**src/rtl/ram_pkg.sv**
```systemverilog
// Shared definitions for the RAM read path.
//   DEF_DATA_W / DEF_ADDR_W : default word and address widths of the RAM
//   data_t / addr_t         : word and address types at the default widths
//   cnt_w(n)                : bits needed to hold a count of 0..n
package ram_pkg;
  localparam int DEF_DATA_W = 9;
  localparam int DEF_ADDR_W = 5;

  typedef logic [DEF_DATA_W-1:0] data_t;
  typedef logic [DEF_ADDR_W-1:0] addr_t;

  function automatic int cnt_w(input int n);
    return $clog2(n + 1);
  endfunction
endpackage

```
**src/rtl/ram_rd_fifo.sv**
```systemverilog
// Small synchronous FIFO holding RAM read data until the consumer takes it.
// Depth need not be a power of two; the pointers wrap explicitly.
//   clk, rst    : clock, synchronous active-high reset
//   push, din   : write din at the tail
//   pop, dout   : advance the head; dout is the current head entry
//   full, empty : occupancy flags
//   count       : number of entries held
module ram_rd_fifo
  import ram_pkg::*;
#(
  parameter int DEPTH = 3,
  parameter int WIDTH = 9,
  localparam int CNT_W = cnt_w(DEPTH)
) (
  input  logic             clk,
  input  logic             rst,
  input  logic             push,
  input  logic [WIDTH-1:0] din,
  input  logic             pop,
  output logic [WIDTH-1:0] dout,
  output logic             full,
  output logic             empty,
  output logic [CNT_W-1:0] count
);
  localparam int PTR_W = (DEPTH > 1) ? $clog2(DEPTH) : 1;

  logic [WIDTH-1:0] mem_q [DEPTH];
  logic [WIDTH-1:0] mem_d [DEPTH];
  logic [PTR_W-1:0] wr_q, wr_d, rd_q, rd_d;
  logic [CNT_W-1:0] cnt_q, cnt_d;
  logic             do_push, do_pop;

  function automatic logic [PTR_W-1:0] ptr_inc(input logic [PTR_W-1:0] p);
    return (p == PTR_W'(DEPTH - 1)) ? '0 : p + 1'b1;
  endfunction

  assign full  = (cnt_q == CNT_W'(DEPTH));
  assign empty = (cnt_q == '0);
  assign count = cnt_q;
  assign dout  = mem_q[rd_q];

  always_comb begin
    mem_d = mem_q;
    wr_d  = wr_q;
    rd_d  = rd_q;
    cnt_d = cnt_q;
    // A pop in the same cycle frees the slot, so a push into a full FIFO
    // is only dropped when nothing leaves.
    do_push = push && (!full || pop);
    do_pop  = pop && !empty;
    if (do_push) begin
      mem_d[wr_q] = din;
      wr_d        = ptr_inc(wr_q);
    end
    if (do_pop) rd_d = ptr_inc(rd_q);
    case ({do_push, do_pop})
      2'b10:   cnt_d = cnt_q + 1'b1;
      2'b01:   cnt_d = cnt_q - 1'b1;
      default: cnt_d = cnt_q;
    endcase
  end

  always_ff @(posedge clk) begin
    if (rst) begin
      for (int i = 0; i < DEPTH; i++) mem_q[i] <= '0;
      wr_q  <= '0;
      rd_q  <= '0;
      cnt_q <= '0;
    end else begin
      mem_q <= mem_d;
      wr_q  <= wr_d;
      rd_q  <= rd_d;
      cnt_q <= cnt_d;
    end
  end

  a_no_overflow: assert property (@(posedge clk) disable iff (rst) !(push && full));
  a_cnt_bound:   assert property (@(posedge clk) disable iff (rst) cnt_q <= CNT_W'(DEPTH));
endmodule

```
**src/rtl/ram_rd_port.sv**
```systemverilog
// Read-side front end of the synchronous single-port RAM.
// Requests are accepted on a valid/ready handshake and issued straight to the
// RAM; a 1-bit tag pipe follows each read through the RAM latency and pushes
// the returned word into the response FIFO. Responses leave in request order.
//   clk, rst                         : clock, synchronous active-high reset
//   req_valid, req_ready, req_addr   : read request handshake
//   rsp_valid, rsp_ready, rsp_data   : response handshake, data is FIFO head
//   ram_re, ram_addr, ram_rdata      : RAM read port (data RD_LAT after re)
module ram_rd_port
  import ram_pkg::*;
#(
  parameter int DATA_W = DEF_DATA_W,
  parameter int ADDR_W = DEF_ADDR_W,
  parameter int RD_LAT = 1
) (
  input  logic              clk,
  input  logic              rst,
  input  logic              req_valid,
  output logic              req_ready,
  input  logic [ADDR_W-1:0] req_addr,
  output logic              rsp_valid,
  input  logic              rsp_ready,
  output logic [DATA_W-1:0] rsp_data,
  output logic              ram_re,
  output logic [ADDR_W-1:0] ram_addr,
  input  logic [DATA_W-1:0] ram_rdata
);
  // Two extra slots beyond the RAM latency let the registered credit check
  // sustain one read per cycle while the consumer keeps up.
  localparam int OUT_DEPTH = RD_LAT + 2;
  localparam int CNT_W     = cnt_w(OUT_DEPTH);

  logic [RD_LAT-1:0] vld_pipe_q, vld_pipe_d;
  logic [CNT_W-1:0]  inflight_q, inflight_d;
  logic [CNT_W-1:0]  fifo_cnt;
  logic [CNT_W:0]    credits_used;
  logic              accept, tap, pop, fifo_empty, fifo_full;
  logic [DATA_W-1:0] head;

  // Credits come from registered counts only, so req_ready has no path
  // from req_valid or rsp_ready.
  assign credits_used = {1'b0, inflight_q} + {1'b0, fifo_cnt};
  assign req_ready    = !rst && (credits_used < (CNT_W+1)'(OUT_DEPTH));
  assign accept       = req_valid && req_ready;
  assign ram_re       = accept;
  assign ram_addr     = req_addr;

  assign tap       = vld_pipe_q[RD_LAT-1];
  assign rsp_valid = !rst && !fifo_empty;
  assign rsp_data  = rsp_valid ? head : '0;
  assign pop       = rsp_valid && rsp_ready;

  always_comb begin
    vld_pipe_d[0] = accept;
    for (int i = 1; i < RD_LAT; i++) vld_pipe_d[i] = vld_pipe_q[i-1];
    inflight_d = inflight_q + CNT_W'(accept) - CNT_W'(tap);
  end

  always_ff @(posedge clk) begin
    if (rst) begin
      vld_pipe_q <= '0;
      inflight_q <= '0;
    end else begin
      vld_pipe_q <= vld_pipe_d;
      inflight_q <= inflight_d;
    end
  end

  ram_rd_fifo #(.DEPTH(OUT_DEPTH), .WIDTH(DATA_W)) u_fifo (
    .clk   (clk),
    .rst   (rst),
    .push  (tap),
    .din   (ram_rdata),
    .pop   (pop),
    .dout  (head),
    .full  (fifo_full),
    .empty (fifo_empty),
    .count (fifo_cnt)
  );

  a_credit_bound: assert property (@(posedge clk) disable iff (rst)
                                   credits_used <= (CNT_W+1)'(OUT_DEPTH));
  a_push_full:    assert property (@(posedge clk) disable iff (rst) !(tap && fifo_full));
endmodule

```
**config.mk**
```make
export PLATFORM = sky130hd
export DESIGN_NAME = ram_rd_port
export DESIGN_NICKNAME = d
export VERILOG_FILES = /design/src/rtl/ram_pkg.sv /design/src/rtl/ram_rd_fifo.sv /design/src/rtl/ram_rd_port.sv
export SDC_FILE = /design/constraint.sdc
export NUM_CORES = 1
export LEC_CHECK = 0
export CORE_MARGIN = 2
export CORE_UTILIZATION = 55
export DETAILED_ROUTE_END_ITERATION = 12
export PLACE_DENSITY_LB_ADDON = 0.1
export RECOVER_POWER = 100
export SLEW_MARGIN = 15
export SYNTH_ARGS = -nofsm -noshare
export SYNTH_HDL_FRONTEND = slang
export SYNTH_SLANG_ARGS = --single-unit
```
**constraint.sdc**
```tcl
create_clock -name clk -period 4.5 [get_ports clk]
set_input_delay 0.45 -clock clk [delete_from_list [all_inputs] [get_ports clk]]
set_output_delay 0.45 -clock clk [all_outputs]
set_load 0.02 [all_outputs]
```
==> tab_implementation.tex <==
\begin{tabular}{lr}
\hline
Metric & Value \\
\hline
\multicolumn{2}{l}{\textbf{STA}} \\
Number of setup violations in the final report & 0 \\
Pin slew with the least headroom to its limit & 1.16 ns \\
Tightest slew margin relative to the limit & between 20\% and 30\% \\
Final Critical Period & between 3 and 4 ns \\
Worst Slack Setup Final & between 0.8 and 0.9 ns \\
Achievable frequency & around 270 MHz \\
Final count of hold timing violations & 0 \\
Hold WS & between 0.4 and 0.5 ns \\
Period utilisation layout & 81.9\% \\
Final Slew Violations & 0 \\
Setup TNS Final & 0 ns \\
RSZ-0062 raised after global routing & no \\
Final clock skew & $\sim$0.0048 ns \\
\multicolumn{2}{l}{\textbf{Logic synthesis}} \\
Synthesized netlist net count & 220 \\
Netlist cell types & 32 \\
Register bit total from synthesis & 36 \\
Number of enable flip-flop cells after synthesis & 0 \\
Sequential fraction of the synthesis area & 39.4\% \\
Total number of yosys warnings & 0 \\
Post-synth top flop & sky130\_fd\_sc\_hd\_\_dfxtp\_1 \\
Post-synthesis cell area & around 0.0018 mm\^{}2 \\
Syn Area/Cell & between 9 and 10 um\^{}2 \\
Number of cells produced by synthesis & 197 \\
Ys async rst share & 0\% \\
\multicolumn{2}{l}{\textbf{Routing}} \\
Antenna Nets Post-Route & 0 \\
Remaining routing DRC violations & 0 \\
First-iteration detailed-routing DRC count & 79 \\
Iteration count of the initial detailed-routing pass & 4 \\
Total Wirelength & roughly 3600 um \\
Routed via count & roughly 1400 \\
Average routed wire per standard cell & about 14 um \\
Routed vias/inst & 5.34 \\
\multicolumn{2}{l}{\textbf{Setup path}} \\
Required time of the critical path & roughly 4.1 ns \\
Critical path startpoint category & primary input \\
Worst reg-to-reg setup slack & 2.23 ns \\
WP data arrival & 3.24 ns \\
Critical path class & primary input to primary output \\
Endpoint kind of the worst setup timing path & primary output \\
Largest fanout on the critical path & 40 \\
\multicolumn{2}{l}{\textbf{Finish}} \\
Storage element area & about 720 um\^{}2 \\
Antenna Cells & 0 \\
Net count, final & approximately 240 \\
Area used by multi-input combinational logic & just under 0.001 mm\^{}2 \\
Area growth from synthesis to layout & 13.8\% \\
Fill cell instance count of the final layout & 280 \\
Layout cell share with drive strength beyond 1 & 6.54\% \\
Commonest non-fill, non-tap cells in the layout & sky130\_fd\_sc\_hd\_\_nand2\_1 (48), sky130\_fd\_sc\_hd\_\_mux2i\_1 (36), sky130\_fd\_sc\_hd\_\_dfxtp\_1 (36) \\
Leading cell type in the layout, fill and taps excluded & sky130\_fd\_sc\_hd\_\_nand2\_1 \\
Util after Layout & around two thirds \\
\multicolumn{2}{l}{\textbf{Status}} \\
Result of the run & completed \\
\multicolumn{2}{l}{\textbf{Placed design}} \\
Total of buffers placed on input and output ports & 24 \\
Detail Placement HPWL & around 2600 um \\
Routability Congestion & approximately 0.79 \\
Place WS & around 1.3 ns \\
\multicolumn{2}{l}{\textbf{Power and ir drop}} \\
Worst vdd rail ir drop & 0.226 mV \\
Static leakage & between 0.8 and 0.9 nW \\
Power Density & between 300 and 400 mW/mm\^{}2 \\
\multicolumn{2}{l}{\textbf{Clocking}} \\
Number of gates given a new drive strength after cts & 0 \\
Num CTS Buffers & 5 \\
H-tree depth & 2 \\
Hold buffers post-CTS & 0 \\
Number of clock sinks & 36 \\
CTS tree & yes \\
Post-CTS setup repair buffer count & 0 \\
Clock insertion delay at the later pin of the skew report & about 0.34 ns \\
Root Buffer Master & sky130\_fd\_sc\_hd\_\_clkbuf\_4 \\
Maximum buffer depth of the clock tree & 2 \\
CTS clock-pin slew for the worst setup and hold paths & about 0.09 ns \\
\multicolumn{2}{l}{\textbf{Floorplan}} \\
Core area & roughly 0.0031 mm\^{}2 \\
Die Outline Area & $\sim$0.0038 mm\^{}2 \\
Cell Rows & 20 \\
Count of boundary I/O pins & 35 \\
Die X-Extent & slightly above 60 um \\
Die Height & slightly above 60 um \\
Starting density of the core & 58.9\% \\
\multicolumn{2}{l}{\textbf{Global routing}} \\
First-pass GRT wire length & 5870 um \\
Via count of the first global-routing pass & approximately 1400 \\
Number of antenna violations at the first check in global routing & 0 \\
Total Routing Usage GR & a little over a fifth \\
Largest net degree at the start of global routing & 41 \\
Overflow after GRT & 0 \\
\multicolumn{2}{l}{\textbf{Job}} \\
Count of max-cap constraint violations & 0 \\
\multicolumn{2}{l}{\textbf{Hold path}} \\
Worst min-delay path category & flop to flop \\
\hline
\end{tabular}
-- registers in the layout (all words and copies together), names as in the netlist --
signal        count
u_fifo.mem_q     27
u_fifo.rd_q       2
u_fifo.wr_q       2
tap               1
u_fifo.count      2
inflight_q        2
-- through the flow --
step	instances	area (um^2)	total power, W
floorplan	197	1830	0.000516
global placement	250	2020	0.000554
detailed placement	250	2020	0.000566
CTS	258	2080	0.000745
global route	258	2080	0.000778
finish	258	2080	0.000731
-- cell families after synthesis --
| group | synth area share (%) |
|---|---|
| xor+xnor | 1.92 |
| buf+inv | 7.60 |
| fa+ha+maj | 3.83 |
| compound gates | 11.0 |
| mux | 19.7 |
| flops | 39.4 |
| simple gates | 16.5 |
-- per-layer routing --
metal / wire [um] / up-vias / share of wire, % / track usage [%]
li1: - / 693 / - / -
met1: 1510 / 649 / 42 / 24.0
met2: 1830 / 32 / 51 / 39.7
met3: 185 / 5 / 5.2 / 5.88
met4: 54 / 0 / 1.5 / 7.29
met5: 0 / - / 0 / 0
-- worst max-delay path, cell delays in order --
cell	delay, ns
sky130_fd_sc_hd__dlygate4sd3_1	0.70
sky130_fd_sc_hd__inv_1	0.91
sky130_fd_sc_hd__o21ai_4	0.27
sky130_fd_sc_hd__inv_1	0.21
sky130_fd_sc_hd__dlygate4sd3_1	0.69
-- worst paths after layout --
path	startpoint	end	depth (start not counted)
max	rst	rsp_valid	5
min reg2reg	u_fifo.mem_q[12]	u_fifo.mem_q[12]	2
min	u_fifo.mem_q[12]	u_fifo.mem_q[12]	2
max reg2reg	u_fifo.count[0]	inflight_q[0]	6
-- synthesized netlist by cell type (2+ instances only) --
| master | number | area (um^2) |
|---|---|---|
| sky130_fd_sc_hd__nand3_1 | 2 | 10.0 |
| sky130_fd_sc_hd__nor2_1 | 8 | 30.0 |
| sky130_fd_sc_hd__o22a_1 | 6 | 52.6 |
| sky130_fd_sc_hd__mux2i_1 | 36 | 360 |
| sky130_fd_sc_hd__or2_2 | 3 | 18.8 |
| sky130_fd_sc_hd__nor2b_1 | 2 | 12.5 |
| sky130_fd_sc_hd__xor2_1 | 2 | 17.5 |
| sky130_fd_sc_hd__inv_2 | 2 | 7.51 |
| sky130_fd_sc_hd__xnor2_1 | 2 | 17.5 |
| sky130_fd_sc_hd__o2111a_1 | 2 | 22.5 |
| sky130_fd_sc_hd__dfxtp_1 | 36 | 721 |
| sky130_fd_sc_hd__ha_1 | 4 | 50.1 |
| sky130_fd_sc_hd__clkbuf_1 | 3 | 11.3 |
| sky130_fd_sc_hd__o22ai_1 | 3 | 18.8 |
| sky130_fd_sc_hd__inv_1 | 6 | 22.5 |
| sky130_fd_sc_hd__o2111ai_1 | 2 | 17.5 |
| sky130_fd_sc_hd__buf_4 | 8 | 60.1 |
| sky130_fd_sc_hd__a21oi_1 | 4 | 20.0 |
| sky130_fd_sc_hd__buf_2 | 3 | 15.0 |
| sky130_fd_sc_hd__buf_6 | 2 | 22.5 |
| sky130_fd_sc_hd__nand2_1 | 48 | 180 |
| sky130_fd_sc_hd__and2_1 | 3 | 18.8 |
-- cell type report --
class	instances	area share (%)
Multi-Input combinational cell	137	46.5
Sequential cell	36	34.6
Timing Repair Buffer	25	11.9
Clock buffer	8	2.83
Tap cell	44	2.65
Inverter	8	1.44
-- power breakdown --
part           leakage, nW  total (W)  internal, W  switching [W]
logic                0.535   0.000169    0.0000808      0.0000884
registers            0.292   0.000384     0.000346      0.0000376
clock network       0.0326   0.000178    0.0000770       0.000101
(Power assumes the default switching activity.)
==> edit: new RTL, same settings <==
Change the parameter `RD_LAT` from 1 to 2.
--- a/src/rtl/ram_rd_port.sv
+++ b/src/rtl/ram_rd_port.sv
@@ -12,5 +12,5 @@
   parameter int DATA_W = DEF_DATA_W,
   parameter int ADDR_W = DEF_ADDR_W,
-  parameter int RD_LAT = 1
+  parameter int RD_LAT = 2
 ) (
   input  logic              clk,
Function: changed (Yosys sat finds a counterexample within 4 cycles, from zero or initial values and one cycle with rst high).
==> edit against the original RTL <==
Combinational power fell by 16%. Worst setup slack improved by 290 ps. Routed wire length increased by 19%. Count of clock-buffer cells in the layout down 2. Highest routed layer unchanged. Global-route usage decreased by 2.3 points. Synthesized area up 31%. Clock skew barely moved. Die area rose by 29%. Critical endpoint is now ram_re. Sequential cell count grew 12. Design area up 28%. Total power is 16% higher. Core utilization down 4.5 points. Critical path type unchanged.
==> edit: results (changes against the original RTL) <==
global-route wire length before repair=7.493 mm (+28%); routed wire length=4.279 mm (+19%); sequential area share after synthesis=40.02% (+0.60 points); post-synthesis mux area share=23.92% (+4.2 points); Slew @ Worst Pin=1402 ps (+242.2 ps); hold_sp=vld_pipe_q[0]$_SDFF_PP0_; Cell variety after synth=38 (+19%); reg2reg end=u_fifo.count[2]$_SDFFE_PP0P_; status=finished, final reports clean; largest net degree at the start of global routing=30 (-27%); reg2reg path depth=9 (+3); max reg flops=36 (+33%); xor/xnor share of the synthesized area=1.459% (-0.46 points); # diodes=0 (unchanged); initial antenna violation count=0 (unchanged); Critical R2R Launch=u_fifo.count[2]$_SDFFE_PP0P_; dpl ws=1491 ps (+175.9 ps); Root Driver=clkbuf_8; WHS Path Cells=1 (-1); Vias/cell=5.344 (about the same); GP Congestion=0.7612 (-3.3%); Gate Count Post-Synth=233 (+18%); CTS resizes=0 (unchanged); 1st-iter DRT viols=94 (+19%); Mapped Nets=263 (+20%); Post-Synth Adder-Cell Area=6.879% (+3.0 points); Post-DP HPWL=2.942 mm (+14%); Net Sw Frac=26.53% (-4.5 points); Lkg Pwr=1.175 nW (+37%); skew final=4.448 ps (-0.3424 ps); Crit path arrival time=2950 ps (-290 ps); Min-Delay Endpoint=vld_pipe_q[1]$_SDFF_PP0_; crit path max-delay cell type=dlygate4sd3_1; top cells by count, synth=dfxtp_1, nand2_1, mux2i_1; later-pin clock latency in the skew report=300 ps (-40 ps); Reg2Reg Setup Slack=2050 ps (-180 ps); synth top area cells=dfxtp_1, mux2i_1, mux4_2, nand2_1, ha_1; Nets=280 (+19%); CP peak stage delay=690 ps (-220 ps); crit-path max FO=17 (-57%); fraction of layout instances using a drive strength above 1=7.600% (+1.1 points); maximum resistive drop on vdd=227.6 uV (+0.50%)
==> edit: changes by cell type after synthesis, moves of 4 or more <==
cell	unedited run	this run
nor2b_1	2	13
dfxtp_1	36	48
inv_1	6	13
nor2_1	8	4
ha_1	4	10
o22a_1	6	0
mux4_2	0	9
==> edit: routing by layer <==
| metal | wire [um] | track usage (%) |
|---|---|---|
| met1 | 2035 | 24.65 |
| met2 | 2044 | 32.49 |
| met3 | 180 | 5.628 |
| met4 | 18 | 4.701 |
| met5 | 0 | 0 |
==> edit: final cells by class <==
class	count	area [um2]
clock buffer	6	72.57
sequential	48	960.9
multi-input combinational	155	1261
inverter	13	48.80
clock inverter	1	5.005
fill	375	1595
timing repair buffer	27	255.2
tap	52	65.06
==> edit: logic make-up (layout without fill, tap and decap cells) <==
group | count (synthesis) | in the layout
compound gates | 17 | 17
xor+xnor | 4 | 4
fa+ha+maj | 12 | 12
buf+inv | 30 | 47
flops | 48 | 48
mux | 46 | 46
simple gates | 76 | 76
==> edit: critical path, delay by kind of cell <==
kind,cells,cell delay (ps)
AND/OR/NAND/NOR,2,780
buffers and inverters,3,1510
AO/OA/AOI/OAI,1,210
==> edit: stage by stage <==
| stage | power, mW | area (um2) | hold slack, ps | util (%) |
|---|---|---|---|---|
| finish | 0.8502 | 2669 | 448.7 | 62.59 |
| global route | 0.9005 | 2669 | 465.4 | 62.59 |
| CTS | 0.8674 | 2698 | 448.2 | 63.26 |
| detailed placement | 0.6280 | 2620 | 429.1 | 61.44 |
| global placement | 0.6277 | 2620 | 442.4 | 61.44 |
| floorplan | 0.5876 | 2401 | 413.8 | - |
==> edit: worst max path at each step <==
stage	cells past startpoint	slack, ps	start	to
6_report	6	1100	rst	ram_re
5_1_grt	5	910	rst	rsp_data[1]
4_1_cts	6	1470	rst	ram_re
3_5_place_dp	6	1490	rst	ram_re
3_3_place_gp	6	1500	rst	ram_re
2_1_floorplan	7	1910	u_fifo.count[2]$_SDFFE_PP0P_	inflight_q[1]$_SDFF_PP0_
==> edit: power groups by stage <==
stage          Combinational (mW)  Sequential (mW)  Clock [mW]
2_1_floorplan               0.118            0.470           0
3_3_place_gp                0.148            0.480           0
3_5_place_dp                0.148            0.480           0
4_1_cts                     0.150            0.470       0.248
5_1_grt                     0.162            0.474       0.264
6_report                    0.142            0.470       0.238
